File: config.mk
export PLATFORM = sky130hd
export DESIGN_NAME = dca_matrix_load_req_sequencer
export DESIGN_NICKNAME = d
export VERILOG_FILES = /design/src/rtl/dca_lsu_pkg.sv /design/src/rtl/dca_lsu_burst_calc.sv /design/src/rtl/dca_matrix_load_req_sequencer.sv
export SDC_FILE = /design/constraint.sdc
export NUM_CORES = 1
export LEC_CHECK = 0
export BUFFER_PORTS_ARGS = -buffer_cell sky130_fd_sc_hd__buf_2
export CAP_MARGIN = 0
export CORE_ASPECT_RATIO = 0.9
export CORE_UTILIZATION = 40
export DETAILED_ROUTE_END_ITERATION = 16
export PLACE_DENSITY_LB_ADDON = 0.25
export SLEW_MARGIN = 25
export SYNTH_ARGS = -nofsm -noshare
export SYNTH_HDL_FRONTEND = slang
export SYNTH_HIERARCHICAL = 1
export SYNTH_SLANG_ARGS = --single-unit
File: constraint.sdc
create_clock -name clk -period 5.75 [get_ports clk]
set_input_delay 1.15 -clock clk [delete_from_list [all_inputs] [get_ports clk]]
set_output_delay 1.15 -clock clk [all_outputs]
set_load 0.05 [all_outputs]
File: src/rtl/dca_lsu_pkg.sv
// -----------------------------------------------------------------------------
// dca_lsu_pkg
// Shared definitions for the DCA load/store unit request path:
//   - AXI read-address constants (INCR burst type, 4 KB page boundary)
//   - txn-info word layout {last_of_inst, last_of_row, alen, bitaddr}
//   - matrix-load request sequencer state enum
// -----------------------------------------------------------------------------
package dca_lsu_pkg;

    // AXI constants
    localparam logic [1:0] AXI_BURST_INCR = 2'b01;
    localparam int         AXI_4K_BYTES   = 4096;
    localparam int         AXI_4K_BITS    = 12;
    localparam int         BW_ALEN        = 8;

    // Bit offset inside one AXI data beat needs clog2(data width) bits.
    function automatic int calc_bw_bitaddr(input int bw_axi_data);
        return $clog2(bw_axi_data);
    endfunction

    // txn-info word: {last_of_inst, last_of_row, alen[7:0], bitaddr}
    function automatic int calc_bw_txn_info(input int bw_axi_data);
        return 2 + BW_ALEN + calc_bw_bitaddr(bw_axi_data);
    endfunction

    // Layout for the default 32-bit AXI data path.
    localparam int BW_BITADDR       = calc_bw_bitaddr(32);
    localparam int BW_TXN_INFO      = calc_bw_txn_info(32);
    localparam int TXN_BITADDR_LSB  = 0;
    localparam int TXN_ALEN_LSB     = BW_BITADDR;
    localparam int TXN_LAST_ROW_BIT = BW_BITADDR + BW_ALEN;
    localparam int TXN_LAST_INST_BIT = BW_BITADDR + BW_ALEN + 1;

    // Request sequencer FSM
    typedef enum logic [1:0] {
        ST_IDLE  = 2'd0,
        ST_CALC  = 2'd1,
        ST_ISSUE = 2'd2
    } seq_state_e;

endpackage

File: src/rtl/dca_lsu_burst_calc.sv
// -----------------------------------------------------------------------------
// dca_lsu_burst_calc
// Purely combinational segment calculation for one AXI read burst.
// Given the current byte address inside a row and the bytes still to fetch
// for that row, produces the next burst that stays within MAX_BURST_LEN
// beats and does not cross a 4 KB page.
//
// Ports:
//   row_addr_i     current (possibly unaligned) byte address in the row
//   rem_bytes_i    bytes still to fetch for this row (never zero)
//   araddr_o       beat-aligned burst address
//   alen_o         burst beats - 1
//   bitaddr_o      bit offset of the first useful byte in the first beat
//   seg_bytes_o    useful bytes covered by this burst
//   last_of_row_o  this burst finishes the row
// -----------------------------------------------------------------------------
module dca_lsu_burst_calc
    import dca_lsu_pkg::*;
#(
    parameter int BW_ADDR       = 32,
    parameter int BW_AXI_DATA   = 32,
    parameter int BW_REM        = 5,
    parameter int MAX_BURST_LEN = 16,
    parameter int BW_BITADDR    = $clog2(BW_AXI_DATA)
) (
    input  logic [BW_ADDR-1:0]    row_addr_i,
    input  logic [BW_REM-1:0]     rem_bytes_i,
    output logic [BW_ADDR-1:0]    araddr_o,
    output logic [BW_ALEN-1:0]    alen_o,
    output logic [BW_BITADDR-1:0] bitaddr_o,
    output logic [BW_REM-1:0]     seg_bytes_o,
    output logic                  last_of_row_o
);

    localparam int BB     = BW_AXI_DATA / 8;
    localparam int BW_OFF = $clog2(BB);
    // Wide enough for rem_bytes + offset and for a full 4 KB page in beats.
    localparam int W      = BW_REM + AXI_4K_BITS + 2;

    logic [BW_OFF-1:0]      off;
    logic [AXI_4K_BITS-1:0] page_off;
    logic [W-1:0]           off_w;
    logic [W-1:0]           rem_w;
    logic [W-1:0]           beats_need;
    logic [W-1:0]           beats_4k;
    logic [W-1:0]           beats_cap;
    logic [W-1:0]           beats;
    logic [W-1:0]           seg_cap;
    logic [W-1:0]           seg;

    assign off       = row_addr_i[BW_OFF-1:0];
    assign araddr_o  = {row_addr_i[BW_ADDR-1:BW_OFF], {BW_OFF{1'b0}}};
    assign bitaddr_o = BW_BITADDR'({off, 3'b000});
    assign page_off  = araddr_o[AXI_4K_BITS-1:0];

    assign off_w      = W'(off);
    assign rem_w      = W'(rem_bytes_i);
    assign beats_need = (off_w + rem_w + W'(BB - 1)) >> BW_OFF;
    // araddr is beat aligned, so the page remainder divides exactly.
    assign beats_4k   = (W'(AXI_4K_BYTES) - W'(page_off)) >> BW_OFF;

    always_comb begin
        beats_cap = (beats_need < beats_4k) ? beats_need : beats_4k;
        beats     = (beats_cap < W'(MAX_BURST_LEN)) ? beats_cap : W'(MAX_BURST_LEN);
        // The first beat loses 'off' bytes to the unaligned start.
        seg_cap   = (beats << BW_OFF) - off_w;
        seg       = (rem_w < seg_cap) ? rem_w : seg_cap;
    end

    assign alen_o        = BW_ALEN'(beats - W'(1));
    assign seg_bytes_o   = BW_REM'(seg);
    assign last_of_row_o = (seg == rem_w);

endmodule

File: src/rtl/dca_matrix_load_req_sequencer.sv
// -----------------------------------------------------------------------------
// dca_matrix_load_req_sequencer
// Drives the AXI read-address channel for one DCA matrix-load instruction at a
// time. Rows are walked at base + r*stride; each row is split into bursts at
// the max-burst-length and 4 KB boundaries. Every issued burst also pushes a
// txn-info word {last_of_inst, last_of_row, alen, bitaddr} to the queue that
// feeds the load-response unformatter.
//
// Ports:
//   clk, rst                      clock, synchronous active-high reset
//   inst_valid / inst_ready       instruction handshake (ready only in IDLE)
//   inst_addr, inst_stride        matrix base byte address, row stride
//   inst_num_row_m1/_num_col_m1   rows-1, cols-1
//   arvalid/arready/araddr/arlen/arsize/arburst   AXI AR channel
//   txn_full, txn_push, txn_info  txn-info queue interface
//   busy                          instruction in progress
//   done                          one-cycle pulse after the final AR handshake
// -----------------------------------------------------------------------------
module dca_matrix_load_req_sequencer
    import dca_lsu_pkg::*;
#(
    parameter int BW_ADDR        = 32,
    parameter int BW_AXI_DATA    = 32,
    parameter int BW_ELEMENT     = 32,
    parameter int MATRIX_NUM_ROW = 4,
    parameter int MATRIX_NUM_COL = 4,
    parameter int MAX_BURST_LEN  = 16,
    parameter int BW_NUM_ROW     = $clog2(MATRIX_NUM_ROW),
    parameter int BW_NUM_COL     = $clog2(MATRIX_NUM_COL),
    parameter int BW_BITADDR     = calc_bw_bitaddr(BW_AXI_DATA),
    parameter int BW_TXN_INFO    = calc_bw_txn_info(BW_AXI_DATA)
) (
    input  logic                   clk,
    input  logic                   rst,
    input  logic                   inst_valid,
    output logic                   inst_ready,
    input  logic [BW_ADDR-1:0]     inst_addr,
    input  logic [BW_ADDR-1:0]     inst_stride,
    input  logic [BW_NUM_ROW-1:0]  inst_num_row_m1,
    input  logic [BW_NUM_COL-1:0]  inst_num_col_m1,
    output logic                   arvalid,
    input  logic                   arready,
    output logic [BW_ADDR-1:0]     araddr,
    output logic [7:0]             arlen,
    output logic [2:0]             arsize,
    output logic [1:0]             arburst,
    input  logic                   txn_full,
    output logic                   txn_push,
    output logic [BW_TXN_INFO-1:0] txn_info,
    output logic                   busy,
    output logic                   done
);

    localparam int BB     = BW_AXI_DATA / 8;
    localparam int EB     = BW_ELEMENT / 8;
    localparam int BW_OFF = $clog2(BB);
    localparam int BW_REM = $clog2(MATRIX_NUM_COL * EB + 1);

    seq_state_e              state_q, state_d;
    logic [BW_ADDR-1:0]      row_base_q, row_base_d;
    logic [BW_ADDR-1:0]      row_addr_q, row_addr_d;
    logic [BW_ADDR-1:0]      stride_q, stride_d;
    logic [BW_NUM_ROW-1:0]   num_row_m1_q, num_row_m1_d;
    logic [BW_NUM_COL-1:0]   num_col_m1_q, num_col_m1_d;
    logic [BW_NUM_ROW-1:0]   row_cnt_q, row_cnt_d;
    logic [BW_REM-1:0]       rem_q, rem_d;
    logic [BW_ADDR-1:0]      araddr_q, araddr_d;
    logic [BW_ALEN-1:0]      alen_q, alen_d;
    logic [BW_BITADDR-1:0]   bitaddr_q, bitaddr_d;
    logic [BW_REM-1:0]       seg_q, seg_d;
    logic                    lor_q, lor_d;
    logic                    loi_q, loi_d;
    logic                    arvalid_q, arvalid_d;
    logic                    done_q, done_d;

    logic [BW_ADDR-1:0]      calc_araddr;
    logic [BW_ALEN-1:0]      calc_alen;
    logic [BW_BITADDR-1:0]   calc_bitaddr;
    logic [BW_REM-1:0]       calc_seg;
    logic                    calc_lor;
    logic [BW_REM-1:0]       inst_row_bytes;
    logic [BW_REM-1:0]       cur_row_bytes;
    logic                    handshake;

    dca_lsu_burst_calc #(
        .BW_ADDR       (BW_ADDR),
        .BW_AXI_DATA   (BW_AXI_DATA),
        .BW_REM        (BW_REM),
        .MAX_BURST_LEN (MAX_BURST_LEN),
        .BW_BITADDR    (BW_BITADDR)
    ) u_burst_calc (
        .row_addr_i    (row_addr_q),
        .rem_bytes_i   (rem_q),
        .araddr_o      (calc_araddr),
        .alen_o        (calc_alen),
        .bitaddr_o     (calc_bitaddr),
        .seg_bytes_o   (calc_seg),
        .last_of_row_o (calc_lor)
    );

    // Bytes per row, for a freshly offered instruction and for the latched one.
    assign inst_row_bytes = (BW_REM'(inst_num_col_m1) + BW_REM'(1)) * BW_REM'(EB);
    assign cur_row_bytes  = (BW_REM'(num_col_m1_q) + BW_REM'(1)) * BW_REM'(EB);

    assign handshake = arvalid_q & arready;

    always_comb begin
        state_d      = state_q;
        row_base_d   = row_base_q;
        row_addr_d   = row_addr_q;
        stride_d     = stride_q;
        num_row_m1_d = num_row_m1_q;
        num_col_m1_d = num_col_m1_q;
        row_cnt_d    = row_cnt_q;
        rem_d        = rem_q;
        araddr_d     = araddr_q;
        alen_d       = alen_q;
        bitaddr_d    = bitaddr_q;
        seg_d        = seg_q;
        lor_d        = lor_q;
        loi_d        = loi_q;
        arvalid_d    = arvalid_q;
        done_d       = 1'b0;

        unique case (state_q)
            ST_IDLE: begin
                if (inst_valid) begin
                    row_base_d   = inst_addr;
                    row_addr_d   = inst_addr;
                    stride_d     = inst_stride;
                    num_row_m1_d = inst_num_row_m1;
                    num_col_m1_d = inst_num_col_m1;
                    row_cnt_d    = '0;
                    rem_d        = inst_row_bytes;
                    state_d      = ST_CALC;
                end
            end

            ST_CALC: begin
                // Freeze the segment so AR and txn fields stay stable while stalled.
                araddr_d  = calc_araddr;
                alen_d    = calc_alen;
                bitaddr_d = calc_bitaddr;
                seg_d     = calc_seg;
                lor_d     = calc_lor;
                loi_d     = calc_lor & (row_cnt_q == num_row_m1_q);
                arvalid_d = ~txn_full;
                state_d   = ST_ISSUE;
            end

            ST_ISSUE: begin
                if (!arvalid_q) begin
                    // Hold off until the txn queue has room for this burst's info.
                    arvalid_d = ~txn_full;
                end else if (arready) begin
                    arvalid_d = 1'b0;
                    if (loi_q) begin
                        done_d  = 1'b1;
                        state_d = ST_IDLE;
                    end else if (lor_q) begin
                        // Step from the row base so unaligned splits never skew the stride.
                        row_cnt_d  = row_cnt_q + BW_NUM_ROW'(1);
                        row_base_d = row_base_q + stride_q;
                        row_addr_d = row_base_q + stride_q;
                        rem_d      = cur_row_bytes;
                        state_d    = ST_CALC;
                    end else begin
                        row_addr_d = row_addr_q + BW_ADDR'(seg_q);
                        rem_d      = rem_q - seg_q;
                        state_d    = ST_CALC;
                    end
                end
            end

            default: begin
                state_d = ST_IDLE;
            end
        endcase
    end

    always_ff @(posedge clk) begin
        if (rst) begin
            state_q      <= ST_IDLE;
            row_base_q   <= '0;
            row_addr_q   <= '0;
            stride_q     <= '0;
            num_row_m1_q <= '0;
            num_col_m1_q <= '0;
            row_cnt_q    <= '0;
            rem_q        <= '0;
            araddr_q     <= '0;
            alen_q       <= '0;
            bitaddr_q    <= '0;
            seg_q        <= '0;
            lor_q        <= 1'b0;
            loi_q        <= 1'b0;
            arvalid_q    <= 1'b0;
            done_q       <= 1'b0;
        end else begin
            state_q      <= state_d;
            row_base_q   <= row_base_d;
            row_addr_q   <= row_addr_d;
            stride_q     <= stride_d;
            num_row_m1_q <= num_row_m1_d;
            num_col_m1_q <= num_col_m1_d;
            row_cnt_q    <= row_cnt_d;
            rem_q        <= rem_d;
            araddr_q     <= araddr_d;
            alen_q       <= alen_d;
            bitaddr_q    <= bitaddr_d;
            seg_q        <= seg_d;
            lor_q        <= lor_d;
            loi_q        <= loi_d;
            arvalid_q    <= arvalid_d;
            done_q       <= done_d;
        end
    end

    assign inst_ready = (state_q == ST_IDLE);
    assign busy       = (state_q != ST_IDLE);
    assign done       = done_q;
    assign arvalid    = arvalid_q;
    assign araddr     = araddr_q;
    assign arlen      = alen_q;
    assign arsize     = 3'(BW_OFF);
    assign arburst    = AXI_BURST_INCR;
    assign txn_push   = handshake;
    assign txn_info   = {loi_q, lor_q, alen_q, bitaddr_q};

endmodule

# Word level (Yosys, flattened, before mapping)
# Index checks and enable logic that the tools add are counted.
[classes] addsub=11 magnitude_cmp=3 eq_ne=9 muxes=35 n_bitwise=6 n_reduce_logical=9
[ops] op="32-bit 2-to-1 mux" count=9
[ops] op="32-bit one-hot mux with 2 select lines" count=2
[ops] op="17-bit 2-to-1 mux" count=2
[ops] op="32-bit adder" count=1
[ops] op="32-bit by 5-bit adder with 32-bit output" count=1
[ops] op="5-bit 2-to-1 mux" count=5
[ops] op="19-bit by 2-bit adder with 19-bit output (second input constant)" count=1
[ops] op="19-bit by 5-bit equality test with 1-bit output" count=1
[ops] op="19-bit by 5-bit less-than comparator with 1-bit output (second input constant)" count=1
[ops] op="5-bit by 19-bit less-than comparator with 1-bit output" count=1
[ops] op="19-bit 2-to-1 mux" count=1
[ops] op="19-bit by 2-bit subtractor with 19-bit output" count=1
[ops] op="17-bit less-than comparator" count=1
[ops] op="2-bit 2-to-1 mux" count=8
[ops] op="13-bit by 12-bit subtractor with 14-bit output (first input constant)" count=1
[ops] op="2-bit != test (second input constant)" count=5
[ops] op="5-bit one-hot mux with 2 select lines" count=1
[ops] op="8-bit by 1-bit subtractor with 8-bit output (second input constant)" count=1
[ops] op="2-bit by 1-bit adder with 3-bit output (second input constant)" count=2
[ops] op="2-bit by 5-bit adder with 6-bit output" count=1
[ops] op="2-bit one-hot mux with 3 select lines" count=1
[ops] op="6-bit AND reduction" count=1
[ops] op="2-bit nonzero test" count=3
[ops] op="5-bit AND reduction" count=1
[ops] op="other kinds (14)" count=21
[totals] ff_bits=158 inputBits=73 word_cells=89

# Longest topological paths before layout
[logic_depth] word_depth=11 ltp_mapped=24 mapped_depth_nobuf=23

# Cells and area by module
# The synthesis kept the hierarchy.
[by_module_without_submodules] module="dca_matrix_load_req_sequencer" n_inst=1 cells_per_inst=1148 area_each_um2=9151.3
[by_module_without_submodules] module="dca_lsu_burst_calc" n_inst=1 cells_per_inst=153 area_each_um2=1208.7

# Worst setup path after synthesis
# Ideal clock, no wire load.
[synth_timing] path_kind="register to register" startpoint="register rem_q[1]" endpoint="register seg_q[0]" setup_ps=128 arrival_ps=4966 t_required_ps=5622 setup_slack_ps=657 path_stages_with_launch=22 period_less_slack_ps=5093 cell_sequence="dfxtp_1 inv_1 ha_1 o21ba_2 fa_1 xor2_1 ha_1 o211ai_1 o21ai_0 nand2_1 nor4_4 buf_6 mux2i_2 ha_1 nor2b_1 xor2_1 ha_1 a21oi_1 a21oi_4 mux2_4 mux2i_1 nor2_1"
[synth_via] elab_chain_cells=9
[synth_lines] element="from (decl)" line="dca_matrix_load_req_sequencer.sv:66" source="logic [BW_REM-1:0] rem_q, rem_d;"
[synth_lines] element="from (signal assigned)" line="dca_matrix_load_req_sequencer.sv:207" source="rem_q <= rem_d;"
[synth_lines] element="2-bit by 5-bit adder with 6-bit output" line="dca_lsu_burst_calc.sv:58" source="assign beats_need = (off_w + rem_w + W'(BB - 1)) >> BW_OFF;"
[synth_lines] element="19-bit by 2-bit adder with 19-bit output" line="dca_lsu_burst_calc.sv:58"
[synth_lines] element="17-bit less-than comparator" line="dca_lsu_burst_calc.sv:63" source="beats_cap = (beats_need < beats_4k) ? beats_need : beats_4k;"
[synth_lines] element="17-bit 2-to-1 mux" line="dca_lsu_burst_calc.sv:63"
[synth_lines] element="19-bit by 5-bit less-than comparator with 1-bit output" line="dca_lsu_burst_calc.sv:64" source="beats = (beats_cap < W'(MAX_BURST_LEN)) ? beats_cap : W'(MAX_BURST_LEN);"
[synth_lines] element="17-bit 2-to-1 mux" line="dca_lsu_burst_calc.sv:64"
[synth_lines] element="19-bit by 2-bit subtractor with 19-bit output" line="dca_lsu_burst_calc.sv:66" source="seg_cap = (beats << BW_OFF) - off_w;"
[synth_lines] element="5-bit by 19-bit less-than comparator with 1-bit output (*)" line="dca_lsu_burst_calc.sv:67" source="seg = (rem_w < seg_cap) ? rem_w : seg_cap;"
[synth_lines] element="19-bit 2-to-1 mux (*)" line="dca_lsu_burst_calc.sv:67"
[synth_lines] element="named net calc_seg[0]" line="dca_matrix_load_req_sequencer.sv:79" source="logic [BW_REM-1:0] calc_seg;"
[synth_lines] element="to (signal assigned)" line="dca_matrix_load_req_sequencer.sv:211" source="seg_q <= seg_d;"
[synth_lines] element="to (decl)" line="dca_matrix_load_req_sequencer.sv:70" source="logic [BW_REM-1:0] seg_q, seg_d;"
# The timed path passes the listed nets; every way through them passes the cells marked *.
# A chain may end at the register's enable or synchronous reset.

# Worst setup path after layout
[layout_timing] startpoint="register row_addr_q[1]" endpoint="register seg_q[0]"
[layout_via] elab_chain_cells=9
[layout_lines] element="from (decl)" line="dca_matrix_load_req_sequencer.sv:61" source="logic [BW_ADDR-1:0] row_addr_q, row_addr_d;"
[layout_lines] element="from (signal assigned)" line="dca_matrix_load_req_sequencer.sv:202" source="row_addr_q <= row_addr_d;"
[layout_lines] element="2-bit by 5-bit adder with 6-bit output" line="dca_lsu_burst_calc.sv:58"
[layout_lines] element="19-bit by 2-bit adder with 19-bit output" line="dca_lsu_burst_calc.sv:58"
[layout_lines] element="17-bit less-than comparator" line="dca_lsu_burst_calc.sv:63"
[layout_lines] element="17-bit 2-to-1 mux" line="dca_lsu_burst_calc.sv:63"
[layout_lines] element="19-bit by 5-bit less-than comparator with 1-bit output" line="dca_lsu_burst_calc.sv:64"
[layout_lines] element="17-bit 2-to-1 mux" line="dca_lsu_burst_calc.sv:64"
[layout_lines] element="19-bit by 2-bit subtractor with 19-bit output (*)" line="dca_lsu_burst_calc.sv:66"
[layout_lines] element="5-bit by 19-bit less-than comparator with 1-bit output (*)" line="dca_lsu_burst_calc.sv:67"
[layout_lines] element="19-bit 2-to-1 mux (*)" line="dca_lsu_burst_calc.sv:67"
[layout_lines] element="named net calc_seg[0]" line="dca_matrix_load_req_sequencer.sv:79"
# Marks and branches as above.

==> impl_metrics.env <==
export IMPL_pin_count=138
export IMPL_first_pass_iters=5
export IMPL_hold_violations=0
export IMPL_place_gp_congestion=0.8781
export IMPL_routed_via_density=5.328
export IMPL_slowest_delay_ns=0.46
export IMPL_critPathLaunch="row_addr_q[1]"
export IMPL_path_max_fanout=12
export IMPL_r2r_start="row_addr_q[1]"
export IMPL_muxShareOfSynthArea_pct=6.630
export IMPL_tightest_slew_ns=1.001
export IMPL_yosys_area_share_simple_pct=20.33
export IMPL_die_y_um=154.7
export IMPL_finalSetupViolations=0
export IMPL_cp_cell_sequence="inv_1, ha_1, o21ba_2, fa_1, xor2_1, ha_1, o211ai_1, o21ai_0, nand2_1, nor4_4, buf_4, nand2_1, o21ai_0, ha_1, nor2b_2, xor2_1, ha_1, a21oi_1, a21oi_4, mux2_4, mux2i_1, nor2_1"
export IMPL_cts_root_buffer="clkbuf_16"
export IMPL_core_region_area_mm2=0.02526
export IMPL_yosys_top_cells_count="163 x dfxtp_1, 163 x nand2_1, 155 x nor2_1"
export IMPL_placed_cell_area_mm2=0.01093
export IMPL_grt_pass1_vias=8450
export IMPL_power_density_mw_per_mm2=569.5
export IMPL_wirelength_um=28510
export IMPL_detail_route_antenna_nets=0
export IMPL_cts_sinks=163
export IMPL_wl_per_cell_um=16.74
export IMPL_synth_seq_area_share_pct=31.50
export IMPL_vias=9073
export IMPL_total_power_mw=6.553
export IMPL_syn_cell_area_mm2=0.01036
export IMPL_initial_core_util_pct=41.02
export IMPL_tns_ns=0
export IMPL_rsz0062_at_grt="false"
export IMPL_syn2layout_area_growth_pct=11.06
export IMPL_holdBufCountCts=0
export IMPL_row_count=55
export IMPL_antenna_found_initial=0
export IMPL_combPwrFrac_pct=54.8
export IMPL_yosys_warnings=6
export IMPL_leakage_nw=4.880
export IMPL_clk_pin_slew_ns=0.07
export IMPL_portBuffers=132
export IMPL_power_frac_seq_pct=28.1
export IMPL_grt_overflow_total=0
export IMPL_synth_edf_count=0
export IMPL_synth_area_leaders="dfxtp_1 31%, ha_1 7.1%, a21oi_1 6.0%"
export IMPL_die_w_um=171.6
export IMPL_final_setup_skew_ns=0.01097
export IMPL_fin_hold_ws_ns=0.4633
export IMPL_cp_common_cell="ha_1"
export IMPL_drt_initial_drc_count=678
export IMPL_final_area_mm2=0.01151
export IMPL_synth_main_ff_cell="dfxtp_1"
export IMPL_syn_inst=1301
export IMPL_cts_tree="built"
export IMPL_fin_ws_ns=0.4170
export IMPL_drive_gt1_share_pct=15.36
export IMPL_avgSynthCellArea_um2=7.963
export IMPL_fmax_ghz=0.1875
export IMPL_synth_top_family_by_area="simple AND/OR/NAND/NOR gates"
export IMPL_cts_buffers=17
export IMPL_insertion_delay_ns=0.44
export IMPL_cap_violations=0
export IMPL_critPathKind="reg2reg"
export IMPL_synth_xor_area_share_pct=5.592
export IMPL_maxSlewHeadroom_pct=33.26
export IMPL_grt_max_degree=70
export IMPL_pre_cts_slack_ns=0.3742
export IMPL_drc=0
export IMPL_period_share_pct=92.75
export IMPL_cp_slowest_cell="dfxtp_1"
export IMPL_startpoint_type="flop"
export IMPL_swShare_pct=47.84
export IMPL_dieArea_mm2=0.02655
export IMPL_endpoint_kind="flop"
export IMPL_antenna_cells=0
export IMPL_slew_viol_final=0
export IMPL_arrival_ns=5.63
export IMPL_synth_largest_area_cell="dfxtp_1"
export IMPL_fin_crit_ns=5.333
export IMPL_grt_pass1_wl_um=45600
export IMPL_outcome="finished, final reports clean"
export IMPL_crit_required_ns=6.05
export IMPL_dp_hpwl_um=20390
export IMPL_p_int_mw=3.418
export IMPL_worstHoldStart="stride_q[24]"
export IMPL_synthArstFlopShare_pct=0
export IMPL_synth_compound_area_share_pct=20.14
export IMPL_num_fill_cells=2557
export IMPL_cts_buffer_depth=2
export IMPL_cts_max_level=4
export IMPL_hp_class="reg2reg"
export IMPL_grt_usage_pct=22.03
export IMPL_synth_top_area_share_pct=31.50
export IMPL_fin_nets=1485
export IMPL_pwr_share_clk_pct=17.2
export IMPL_synthAdderAreaFrac_pct=7.899
export IMPL_ir_drop_mv=0.2457
export IMPL_p_sw_mw=3.135
export IMPL_synth_cell_types=84
export IMPL_ys_ff_latch=163
==> per-layer routing <==
metal	global-route usage [%]	part of all wire [%]	up-vias
met4	6.548	1.8	0
met3	3.941	6.1	31
li1	-	-	4606
met2	31.41	41	258
met1	33.10	51	4178
met5	0	0	-
==> sequential cells by signal, summed over array words and instances (netlist names), 5 cells and up <==
| signal | cells |
|---|---|
| araddr | 32 |
| row_addr_q | 32 |
| row_base_q | 32 |
| stride_q | 32 |
| arlen | 8 |
| bitaddr_q | 5 |
| rem_q | 5 |
| seg_q | 5 |
==> layout by cell type (no fill, tap or decap), types with 7 or more instances in the layout <==
master / netlist / routed
nand2_1: 163 / 163
dfxtp_1: 163 / 163
nor2_1: 155 / 153
buf_2: 1 / 131
a21oi_1: 124 / 124
mux2i_1: 61 / 61
ha_1: 59 / 57
xnor2_1: 36 / 36
inv_1: 34 / 34
nor3_1: 34 / 34
a21o_1: 30 / 30
a211oi_1: 30 / 30
nand3_1: 29 / 29
xor2_1: 27 / 27
o21ai_0: 25 / 25
and3_1: 17 / 17
clkbuf_16: 0 / 17
o211ai_1: 13 / 13
o21ai_1: 13 / 13
nor2b_1: 14 / 13
buf_4: 52 / 12
a31oi_1: 11 / 11
a311oi_1: 11 / 11
nand4_1: 11 / 11
conb_1: 3 / 10
o21bai_1: 7 / 7
==> kinds of logic after synthesis <==
| group | count (synthesis) |
|---|---|
| xor+xnor | 64 |
| buf+inv | 159 |
| flops | 163 |
| fa+ha+maj | 63 |
| simple gates | 464 |
| mux | 67 |
| other cells | 3 |
| compound gates | 318 |
==> stage by stage <==
stage          util, %  cells
2_1_floorplan        -   1308
3_3_place_gp     43.28   1672
3_5_place_dp     43.28   1672
4_1_cts          45.55   1703
5_1_grt          45.56   1703
6_report         45.56   1703
==> what timing repair did <==
action	CTS	global route
setup buffers	0	0
resized for setup	0	1
endpoints found under the hold margin	0	0
endpoints found under the setup margin	0	2
==> critical path, delay by kind of cell (launching register included) <==
| kind | cells | cell delay, ns |
|---|---|---|
| AO/OA/AOI/OAI | 6 | 1.09 |
| XOR/XNOR | 2 | 0.62 |
| adder cells (fa/ha/maj) | 5 | 1.49 |
| buffers and inverters | 2 | 0.35 |
| flip-flops | 1 | 0.46 |
| multiplexers | 2 | 0.45 |
| AND/OR/NAND/NOR | 5 | 0.72 |
==> area by class of cell <==
class	instances	area, um^2	area share (%)
clock buffer	20	466.7	4.056
clock inverter	11	106.4	0.9243
inverter	37	138.9	1.207
multi-input combinational	986	6337	55.08
sequential	163	3263	28.36
tap	342	427.9	3.719
timing repair buffer	144	765.7	6.655
==> final timing paths <==
kind	endpoint	slack [ns]	cells after the start
setup / recovery	seg_q[0]	0.42	22
setup reg to reg	seg_q[0]	0.42	22
hold / removal	stride_q[24]	0.46	2
hold reg to reg	stride_q[24]	0.46	2
==> power groups by stage <==
stage / combinational, mW / sequential, mW / clock [mW]
2_1_floorplan: 2.73 / 1.98 / 0
3_3_place_gp: 3.48 / 1.85 / 0
3_5_place_dp: 3.55 / 1.86 / 0
4_1_cts: 3.58 / 1.84 / 1.14
5_1_grt: 3.95 / 1.89 / 1.20
6_report: 3.59 / 1.84 / 1.12
Power figures use the tool's default switching activity.
